## src/rtl/key_pkg.sv

```systemverilog
// Shared types and helpers for the key debounce block.
package key_pkg;

  typedef enum logic [1:0] {
    IDLE      = 2'd0,
    PRESS_FLT = 2'd1,
    PRESSED   = 2'd2,
    REL_FLT   = 2'd3
  } key_st_t;

  function automatic int ms_to_cycles(
    input int clk_freq,
    input int ms
  );
    return (clk_freq / 1000) * ms;
  endfunction

  function automatic int cnt_width(
    input int a,
    input int b
  );
    int m;
    m = (a > b) ? a : b;
    return (m < 1) ? 1 : $clog2(m + 1);
  endfunction

endpackage

```

## src/rtl/key_filter_ch.sv

```systemverilog
// One key channel: 2-FF sync, debounce FSM, press/release/long pulses.
// Long-press detection is built only when KEY_LONG_PRESS_EN is defined.
module key_filter_ch
  import key_pkg::*;
#(
  parameter int DB_CNT = 1000000,
  parameter int LP_CNT = 50000000
) (
  input  logic clk,
  input  logic rst_n,
  input  logic key_n,
  output logic key_state,
  output logic key_press,
  output logic key_release,
  output logic key_long
);

  localparam int CW = cnt_width(DB_CNT, LP_CNT);
  localparam logic [CW-1:0] DB_MAX  = CW'(DB_CNT);
  localparam logic [CW-1:0] CNT_TOP = '1;

  logic [1:0]    sync_q;
  logic          key_sync;
  key_st_t       state_q;
  key_st_t       state_d;
  logic [CW-1:0] cnt_q;
  logic [CW-1:0] cnt_d;
  logic          lvl_d;
  logic          press_d;
  logic          rel_d;

  assign key_sync = sync_q[1];

  always_ff @(posedge clk or negedge rst_n) begin
    if (!rst_n) begin
      sync_q <= 2'b11;
    end else begin
      sync_q <= {sync_q[0], key_n};
    end
  end

  always_ff @(posedge clk or negedge rst_n) begin
    if (!rst_n) begin
      state_q     <= IDLE;
      cnt_q       <= '0;
      key_state   <= 1'b0;
      key_press   <= 1'b0;
      key_release <= 1'b0;
    end else begin
      state_q     <= state_d;
      cnt_q       <= cnt_d;
      key_state   <= lvl_d;
      key_press   <= press_d;
      key_release <= rel_d;
    end
  end

  always_comb begin
    state_d = state_q;
    cnt_d   = cnt_q;
    lvl_d   = key_state;
    press_d = 1'b0;
    rel_d   = 1'b0;
    unique case (state_q)
      IDLE: begin
        if (!key_sync) begin
          state_d = PRESS_FLT;
          cnt_d   = CW'(1);
        end
      end
      PRESS_FLT: begin
        if (key_sync) begin
          state_d = IDLE;
          cnt_d   = '0;
        end else if (cnt_q == DB_MAX) begin
          state_d = PRESSED;
          lvl_d   = 1'b1;
          press_d = 1'b1;
          cnt_d   = '0;
        end else if (cnt_q != CNT_TOP) begin
          cnt_d = cnt_q + 1'b1;
        end
      end
      PRESSED: begin
        if (key_sync) begin
          state_d = REL_FLT;
          cnt_d   = CW'(1);
        end
      end
      REL_FLT: begin
        if (!key_sync) begin
          state_d = PRESSED;
          cnt_d   = '0;
        end else if (cnt_q == DB_MAX) begin
          state_d = IDLE;
          lvl_d   = 1'b0;
          rel_d   = 1'b1;
          cnt_d   = '0;
        end else if (cnt_q != CNT_TOP) begin
          cnt_d = cnt_q + 1'b1;
        end
      end
    endcase
  end

`ifdef KEY_LONG_PRESS_EN
  localparam logic [CW-1:0] LP_MAX = CW'(LP_CNT);

  logic [CW-1:0] lp_q;
  logic [CW-1:0] lp_d;
  logic          long_d;
  logic          held;

  assign held = (state_q == PRESSED) || (state_q == REL_FLT);

  // A release being accepted this cycle suppresses a coincident long pulse.
  always_comb begin
    lp_d   = lp_q;
    long_d = 1'b0;
    if (state_q == PRESS_FLT && state_d == PRESSED) begin
      lp_d = '0;
    end else if (held && state_d != IDLE && lp_q != LP_MAX) begin
      lp_d   = lp_q + 1'b1;
      long_d = (lp_d == LP_MAX);
    end
  end

  always_ff @(posedge clk or negedge rst_n) begin
    if (!rst_n) begin
      lp_q     <= '0;
      key_long <= 1'b0;
    end else begin
      lp_q     <= lp_d;
      key_long <= long_d;
    end
  end
`else
  assign key_long = 1'b0;
`endif

endmodule

```

## src/rtl/key_debounce.sv

```systemverilog
// Debounced active-low key inputs with press/release/long pulses.
// Optional long-press pulses enabled by defining KEY_LONG_PRESS_EN.
module key_debounce
  import key_pkg::*;
#(
  parameter int CLK_FREQ    = 50_000_000,
  parameter int DEBOUNCE_MS = 20,
  parameter int LONG_MS     = 1000,
  parameter int NUM_KEYS    = 4
) (
  input  logic                clk,
  input  logic                rst_n,
  input  logic [NUM_KEYS-1:0] key_n,
  output logic [NUM_KEYS-1:0] key_state,
  output logic [NUM_KEYS-1:0] key_press,
  output logic [NUM_KEYS-1:0] key_release,
  output logic [NUM_KEYS-1:0] key_long
);

  localparam int DB_CNT = ms_to_cycles(CLK_FREQ, DEBOUNCE_MS);
  localparam int LP_CNT = ms_to_cycles(CLK_FREQ, LONG_MS);

  for (genvar i = 0; i < NUM_KEYS; i++) begin : g_ch
    key_filter_ch #(
      .DB_CNT(DB_CNT),
      .LP_CNT(LP_CNT)
    ) u_ch (
      .clk        (clk),
      .rst_n      (rst_n),
      .key_n      (key_n[i]),
      .key_state  (key_state[i]),
      .key_press  (key_press[i]),
      .key_release(key_release[i]),
      .key_long   (key_long[i])
    );
  end

endmodule

```

## config.mk

```make
export PLATFORM = sky130hd
export DESIGN_NAME = key_debounce
export DESIGN_NICKNAME = d
export VERILOG_FILES = /design/src/rtl/key_pkg.sv /design/src/rtl/key_filter_ch.sv /design/src/rtl/key_debounce.sv
export SDC_FILE = /design/constraint.sdc
export NUM_CORES = 1
export LEC_CHECK = 0
export ABC_CLOCK_PERIOD_IN_PS = 2200
export CAP_MARGIN = 10
export CORE_ASPECT_RATIO = 1.25
export CORE_MARGIN = 3
export CORE_UTILIZATION = 60
export CTS_BUF_LIST = sky130_fd_sc_hd__clkbuf_16
export DETAILED_ROUTE_END_ITERATION = 8
export HOLD_SLACK_MARGIN = 0.05
export PLACE_DENSITY_LB_ADDON = 0.05
export SETUP_SLACK_MARGIN = 0.4
export SLEW_MARGIN = 20
export SYNTH_ARGS = -nofsm -noshare
export SYNTH_HDL_FRONTEND = slang
export SYNTH_SLANG_ARGS = --single-unit
```

## constraint.sdc

```tcl
create_clock -name clk -period 2.2 [get_ports clk]
set_input_delay 0.44 -clock clk [delete_from_list [all_inputs] [get_ports clk]]
set_output_delay 0.44 -clock clk [all_outputs]
set_load 0.02 [all_outputs]
```

== Word-level counts from Yosys, hierarchy flattened ==
Index checks and enable logic that the tools add are counted.
Word-level totals
  register bits after elaboration: 132
  bits in latches: 0
  bits in writable memories: 0
  ROM bits: 0
  output and inout port bits: 16
  word-level logic and storage cells: 196
  memories: 0
Operators by class
  $add $sub $neg: 4
  multiply operators: 0
  div/mod/pow operators: 0
  magnitude comparators: 0
  equal/unequal tests: 52
  shift-type cells: 0
  muxes and demuxes: 96
  bitwise operators: 0
  reduce and logical (&&, ||, !) cells: 20
Operator list (number)
  2-to-1 mux 26 bit: 24
  one-hot mux 26 bit (4 select lines): 4
  adder 26 x 1 -> 26 bit, second input constant: 4
  == test 26 x 20 -> 1 bit, second input constant: 4
  != test 26 bit, second input constant: 4
  2-to-1 mux 2 bit: 24
  2-to-1 mux 1 bit: 36
  != test 2 x 1 -> 1 bit, second input constant: 16
  one-hot mux 2 bit (4 select lines): 4
  AND reduction 5 bit: 4
  == test 2 bit, second input constant: 8
  != test 2 bit, second input constant: 8
  AND reduction 4 bit: 4
  != test 3 x 1 -> 1 bit, second input constant: 4
  != test 3 bit, second input constant: 4
  == test 2 x 1 -> 1 bit, second input constant: 4
  zero test 2 bit: 4
  one-hot mux 1 bit (2 select lines): 4
  AND reduction 2 bit: 4
  nonzero test 2 bit: 4

== Depth between registers and ports, before layout ==
  depth after elaboration: 5
  depth in mapped cells: 9
  depth with buffers taken out: 7

== Modules after synthesis ==
From an unflattened synthesis, not the netlist that was laid out.
Second synthesis, totals
  cells, all modules: 885
  area, all modules: 8031.5 sq um
By module, submodules not included
  key_filter_ch at g_ch[1].u_ch ...: times used 2, cells each 223, area each 1976.9 sq um
  key_filter_ch at g_ch[0].u_ch: times used 1, cells each 216, area each 2103.3 sq um
  key_filter_ch at g_ch[3].u_ch: times used 1, cells each 223, area each 1974.4 sq um

== Worst setup path before layout ==
OpenSTA, ideal clock, no wires.
  path type: register to register
  from: register g_ch[1].u_ch.cnt_q[8]
  to: register g_ch[1].u_ch.cnt_q[5]
  setup time: 0.130 ns
  data arrival time: 1.866 ns
  slack: 0.203 ns
  stages on the path, launching flop included: 8
  path buffers: 2
  period minus slack after synthesis: 1.997 ns
  cells stage by stage: dfrtp_1 buf_2 or4_4 nor4_4 a21oi_2 buf_6 o221ai_1 o31ai_1
Between the ends
  longest elaborated chain between the ends: 5
  elaborated cells on any way between the ends: 7
  those cells by class: eq/ne (2); mux (5)
RTL lines
  start: declaration: RTL line key_filter_ch.sv:26  | logic [CW-1:0] cnt_q;
  start signal: assignment: RTL line key_filter_ch.sv:51  | cnt_q <= cnt_d;
  != test 26 bit: RTL line key_filter_ch.sv:80, key_filter_ch.sv:99
  2-to-1 mux 26 bit
  2-to-1 mux 26 bit (*): RTL line key_filter_ch.sv:94  | end else if (cnt_q == DB_MAX) begin
  2-to-1 mux 26 bit (on tied branches): RTL line key_filter_ch.sv:91, key_filter_ch.sv:72
  one-hot mux 26 bit (4 select lines) (*): RTL line key_filter_ch.sv:64  | unique case (state_q)
Mark *: on every way between the ends. The rest lies on a longest branch, timed or not.
A chain may end at the register's enable or synchronous reset.

== Final worst setup path ==
  from: register g_ch[0].u_ch.cnt_q[19]
  to: register g_ch[0].u_ch.cnt_q[3]
Between the ends
  longest elaborated chain between the ends: 5
  elaborated cells on any way between the ends: 7
  those cells by class: eq/ne (2); mux (5)
RTL lines (RTL line)
  start: declaration: key_filter_ch.sv:26
  start signal: assignment: key_filter_ch.sv:51
  != test 26 bit: key_filter_ch.sv:80, key_filter_ch.sv:99
  2-to-1 mux 26 bit
  2-to-1 mux 26 bit (*): key_filter_ch.sv:94
  2-to-1 mux 26 bit (on tied branches): key_filter_ch.sv:91, key_filter_ch.sv:72
  one-hot mux 26 bit (4 select lines) (*): key_filter_ch.sv:64
Marked as above.

==> results.json <==
{
  "r2r-start": "g_ch[0].u_ch.cnt_q[19]",
  "hold_depth": 0,
  "grt_use_total": 0.356,
  "wl_mm": 36.0,
  "worst_clock_skew_ns": 0.0175,
  "min_path_type": "reg -> reg",
  "synth_top_family_by_area": "simple AND/OR/NAND/NOR gates",
  "required_ns": 2.52,
  "peakVddDrop_v": 0.000627,
  "critPathSlowestCell": "nor4_4",
  "cts-root-buf": "clkbuf_16",
  "cts_tree": "yes",
  "setup_slack_ns": -0.0875,
  "synth-simple-area-share": 0.270,
  "cts.sinks": 132,
  "crit_type": "reg -> reg",
  "grt_pass1_wl_mm": 41.5,
  "final_cell_mix": "117 x buf_4, 95 x dfrtp_1, 62 x nand2_1",
  "grt_antenna_before_repair": 0,
  "powerDensity_nw_per_um2": 544,
  "synthCells": 881,
  "wire_per_inst_um": 29.6,
  "min_from": "g_ch[1].u_ch.sync_q[0]",
  "clk_path_buf_depth": 2,
  "fin_hold_ws_ns": 0.357,
  "wl_met1_mm": 12.0,
  "r2r-end": "g_ch[0].u_ch.cnt_q[3]",
  "ys_async_sr_fraction": 1.00,
  "internal_power_w": 0.00451,
  "grt_remaining_overflow": 0,
  "dr_wl_met3_mm": 4.24,
  "die-area_sq_um": 14800,
  "violations": "negative setup slack",
  "switchingPower_w": 0.00200,
  "fp.dieW_um": 109,
  "status": "finished with violations",
  "seqPwrFrac": 0.401,
  "syn-mean-instance-area_sq_um": 9.08,
  "dp_hpwl_mm": 13.7,
  "numPortBuffers": 17,
  "p_leak_nw": 4.75,
  "ys.flop_type": "dfrtp_1",
  "core_sq_um": 12800,
  "fin_setup_tns_ns": -0.364,
  "synthDistinctLibCells": 80,
  "wl_met2_mm": 16.3,
  "first_iter_violations": 1744,
  "max_stage_delay_ns": 0.53,
  "path_cells": "nand4_1 -> nor4_4 -> a21oi_4 -> buf_12 -> buf_12 -> a21oi_4 -> mux2i_1",
  "finalCriticalPeriod_ns": 2.29,
  "synth_compound_area_frac": 0.229,
  "layout-drive-gt1-share": 0.480,
  "ys_seq_area_frac": 0.414,
  "rows": 46,
  "final_common_cell": "buf_4",
  "fmax_mhz": 437,
  "worst-path-buf-inv": 2,
  "crit_family": "simple AND/OR/NAND/NOR gates",
  "ant_nets": 0,
  "synth_area_sq_um": 8000,
  "io_pins": 22,
  "hold_viol": 0,
  "clock_latency_ns": 0.46,
  "ys_warn_count": 0,
  "yosys-mux-area-fraction": 0.00501,
  "fin_crit_sh": 1.04,
  "highest_layer": "met4",
  "initial_core_util": 0.623,
  "max-slew-margin-rel": 0.321,
  "yosys-top-cells-area": "dfrtp_1 39%, a31oi_1 4.5%, a21oi_1 3.8%, nand3_1 3.6%, nand2_1 3.3%",
  "clkPwrFrac": 0.415,
  "dr_total_vias": 9811,
  "fp.dieH_um": 135,
  "ys_ff_latch": 132,
  "antenna_cells": 0,
  "maxSlewViolCount": 0,
  "route.detailed.drc": 0,
  "r2r_slack_ns": -0.09,
  "synth_area_leader_cell": "dfrtp_1",
  "holdPathEnd": "g_ch[1].u_ch.sync_q[1]",
  "pwr-share-comb": 0.184,
  "yosysTopAreaCellShare": 0.388,
  "first_global_vias": 8389,
  "drv_cap": 0,
  "fin_nets": 1051,
  "crit_path_max_fanout": 8,
  "grt_max_degree": 61,
  "cp-startpoint": "g_ch[0].u_ch.cnt_q[19]",
  "worst_pin_slew_ns": 1.01,
  "worstRegToRegCells": 7,
  "synthToLayoutAreaGrowth_pct": 49.5,
  "synth_edf_count": 0,
  "grt_setup_unrepaired": "true",
  "end_kind": "flip-flop",
  "worstSetupStartpointType": "flip-flop",
  "cts_buffers": 17,
  "synth_xor_area_frac": 0.00986,
  "drtPass1Iterations": 7,
  "cp.arrival_ns": 2.61,
  "path_clk_slew_ns": 0.06,
  "synth_adder_area_share": 0.0125,
  "gp_congestion": 0.923,
  "swShare": 0.307,
  "htreeDepth": 4,
  "viasPerCell": 8.06,
  "setup_viol": 10
}
-- worst max path at each step --
| stage | to | slack, ns | cells past startpoint |
|---|---|---|---|
| floorplan | g_ch[1].u_ch.cnt_q[5] | 0.23 | 6 |
| global placement | g_ch[0].u_ch.cnt_q[11] | 0.11 | 6 |
| detailed placement | g_ch[0].u_ch.cnt_q[5] | 0.02 | 6 |
| CTS | g_ch[0].u_ch.cnt_q[18] | 0.16 | 6 |
| global route | g_ch[0].u_ch.cnt_q[21] | -0.20 | 7 |
| finish | g_ch[0].u_ch.cnt_q[3] | -0.09 | 7 |
-- registers in the layout, indices dropped and copies added (netlist names), named ones only --
signal and cells:
g_ch.u_ch.state_q 4, g_ch.u_ch.key_release 4, g_ch.u_ch.cnt_q 104, g_ch.u_ch.key_state 4
g_ch.u_ch.sync_q 8, g_ch.u_ch.key_press 4
-- synthesized netlist by cell type, types with 4 or more instances --
| cell type | instances |
|---|---|
| nor2_1 | 44 |
| nand2b_1 | 5 |
| and3_1 | 15 |
| buf_2 | 11 |
| or3_1 | 9 |
| ha_1 | 8 |
| buf_4 | 21 |
| clkbuf_1 | 24 |
| o211ai_1 | 14 |
| buf_6 | 5 |
| a21o_1 | 12 |
| nand2_1 | 71 |
| nor3b_1 | 4 |
| dfrtp_1 | 124 |
| or4_1 | 14 |
| xnor2_1 | 9 |
| a21oi_1 | 60 |
| nor4_2 | 10 |
| and2_1 | 9 |
| o311ai_0 | 5 |
| mux2i_1 | 4 |
| nor4_1 | 13 |
| or2_2 | 5 |
| o31ai_1 | 10 |
| and4_1 | 12 |
| nor4b_1 | 4 |
| nand3_1 | 57 |
| o21ai_1 | 4 |
| a41oi_1 | 14 |
| dfstp_2 | 8 |
| nor4_4 | 4 |
| nor3_1 | 26 |
| a31oi_1 | 57 |
| o41ai_1 | 6 |
| a2bb2oi_1 | 7 |
| o21ai_0 | 49 |
| inv_1 | 25 |
| nand4_1 | 30 |
-- per-stage QoR --
step / area [sq um] / util / setup slack, ns / total power [W] / std cells
floorplan: 8250 / - / 0.235 / 0.00300 / 884
global placement: 8600 / 0.670 / 0.110 / 0.00317 / 1053
detailed placement: 8600 / 0.670 / 0.0234 / 0.00319 / 1053
CTS: 10500 / 0.821 / 0.161 / 0.00609 / 1170
global route: 12000 / 0.932 / -0.202 / 0.00660 / 1218
finish: 12000 / 0.932 / -0.0875 / 0.00651 / 1218
-- cells by family (layout without fill, tap and decap cells) --
family,count (synthesis),count (layout)
compound gates,277,281
xor+xnor,9,9
fa+ha+maj,8,8
buf+inv,91,251
flops,132,132
mux,4,4
other cells,1,4
simple gates,359,361
-- layer usage --
| metal | global-route usage | vias to the layer above |
|---|---|---|
| met5 | 0 | - |
| met4 | 0.194 | 0 |
| met3 | 0.0756 | 384 |
| met2 | 0.583 | 1094 |
| met1 | 0.435 | 4595 |
| li1 | - | 3738 |
-- what timing repair did --
item	in CTS	in global routing
setup buffers	69	39
pin swaps	56	103
setup endpoints to repair	131	124
hold endpoints to repair	38	0
hold buffers	1	0
resized for setup	168	208
cloned	15	9
-- layout make-up --
cell class | count | area [sq um]
inverter | 25 | 93.8
fill | 382 | 877
timing repair buffer | 194 | 1990
clock buffer | 17 | 425
clock inverter | 15 | 97.6
tap | 168 | 210
multi-input combinational | 667 | 5800
sequential | 132 | 3350
-- worst register-to-register path, stage by stage, from the launching register on --
cell and delay (ns):
dfrtp_1 0.49, nand4_1 0.34, nor4_4 0.53, a21oi_4 0.20
buf_12 0.19, buf_12 0.14, a21oi_4 0.15, mux2i_1 0.13
-- power by group through the flow --
stage          clock network (W)  registers (W)  logic [W]
2_1_floorplan                  0        0.00258   0.000427
6_report                 0.00270        0.00261    0.00119
4_1_cts                  0.00259        0.00259   0.000909
3_3_place_gp                   0        0.00261   0.000552
3_5_place_dp                   0        0.00262   0.000571
5_1_grt                  0.00278        0.00261    0.00121
(Power assumes the default switching activity.)
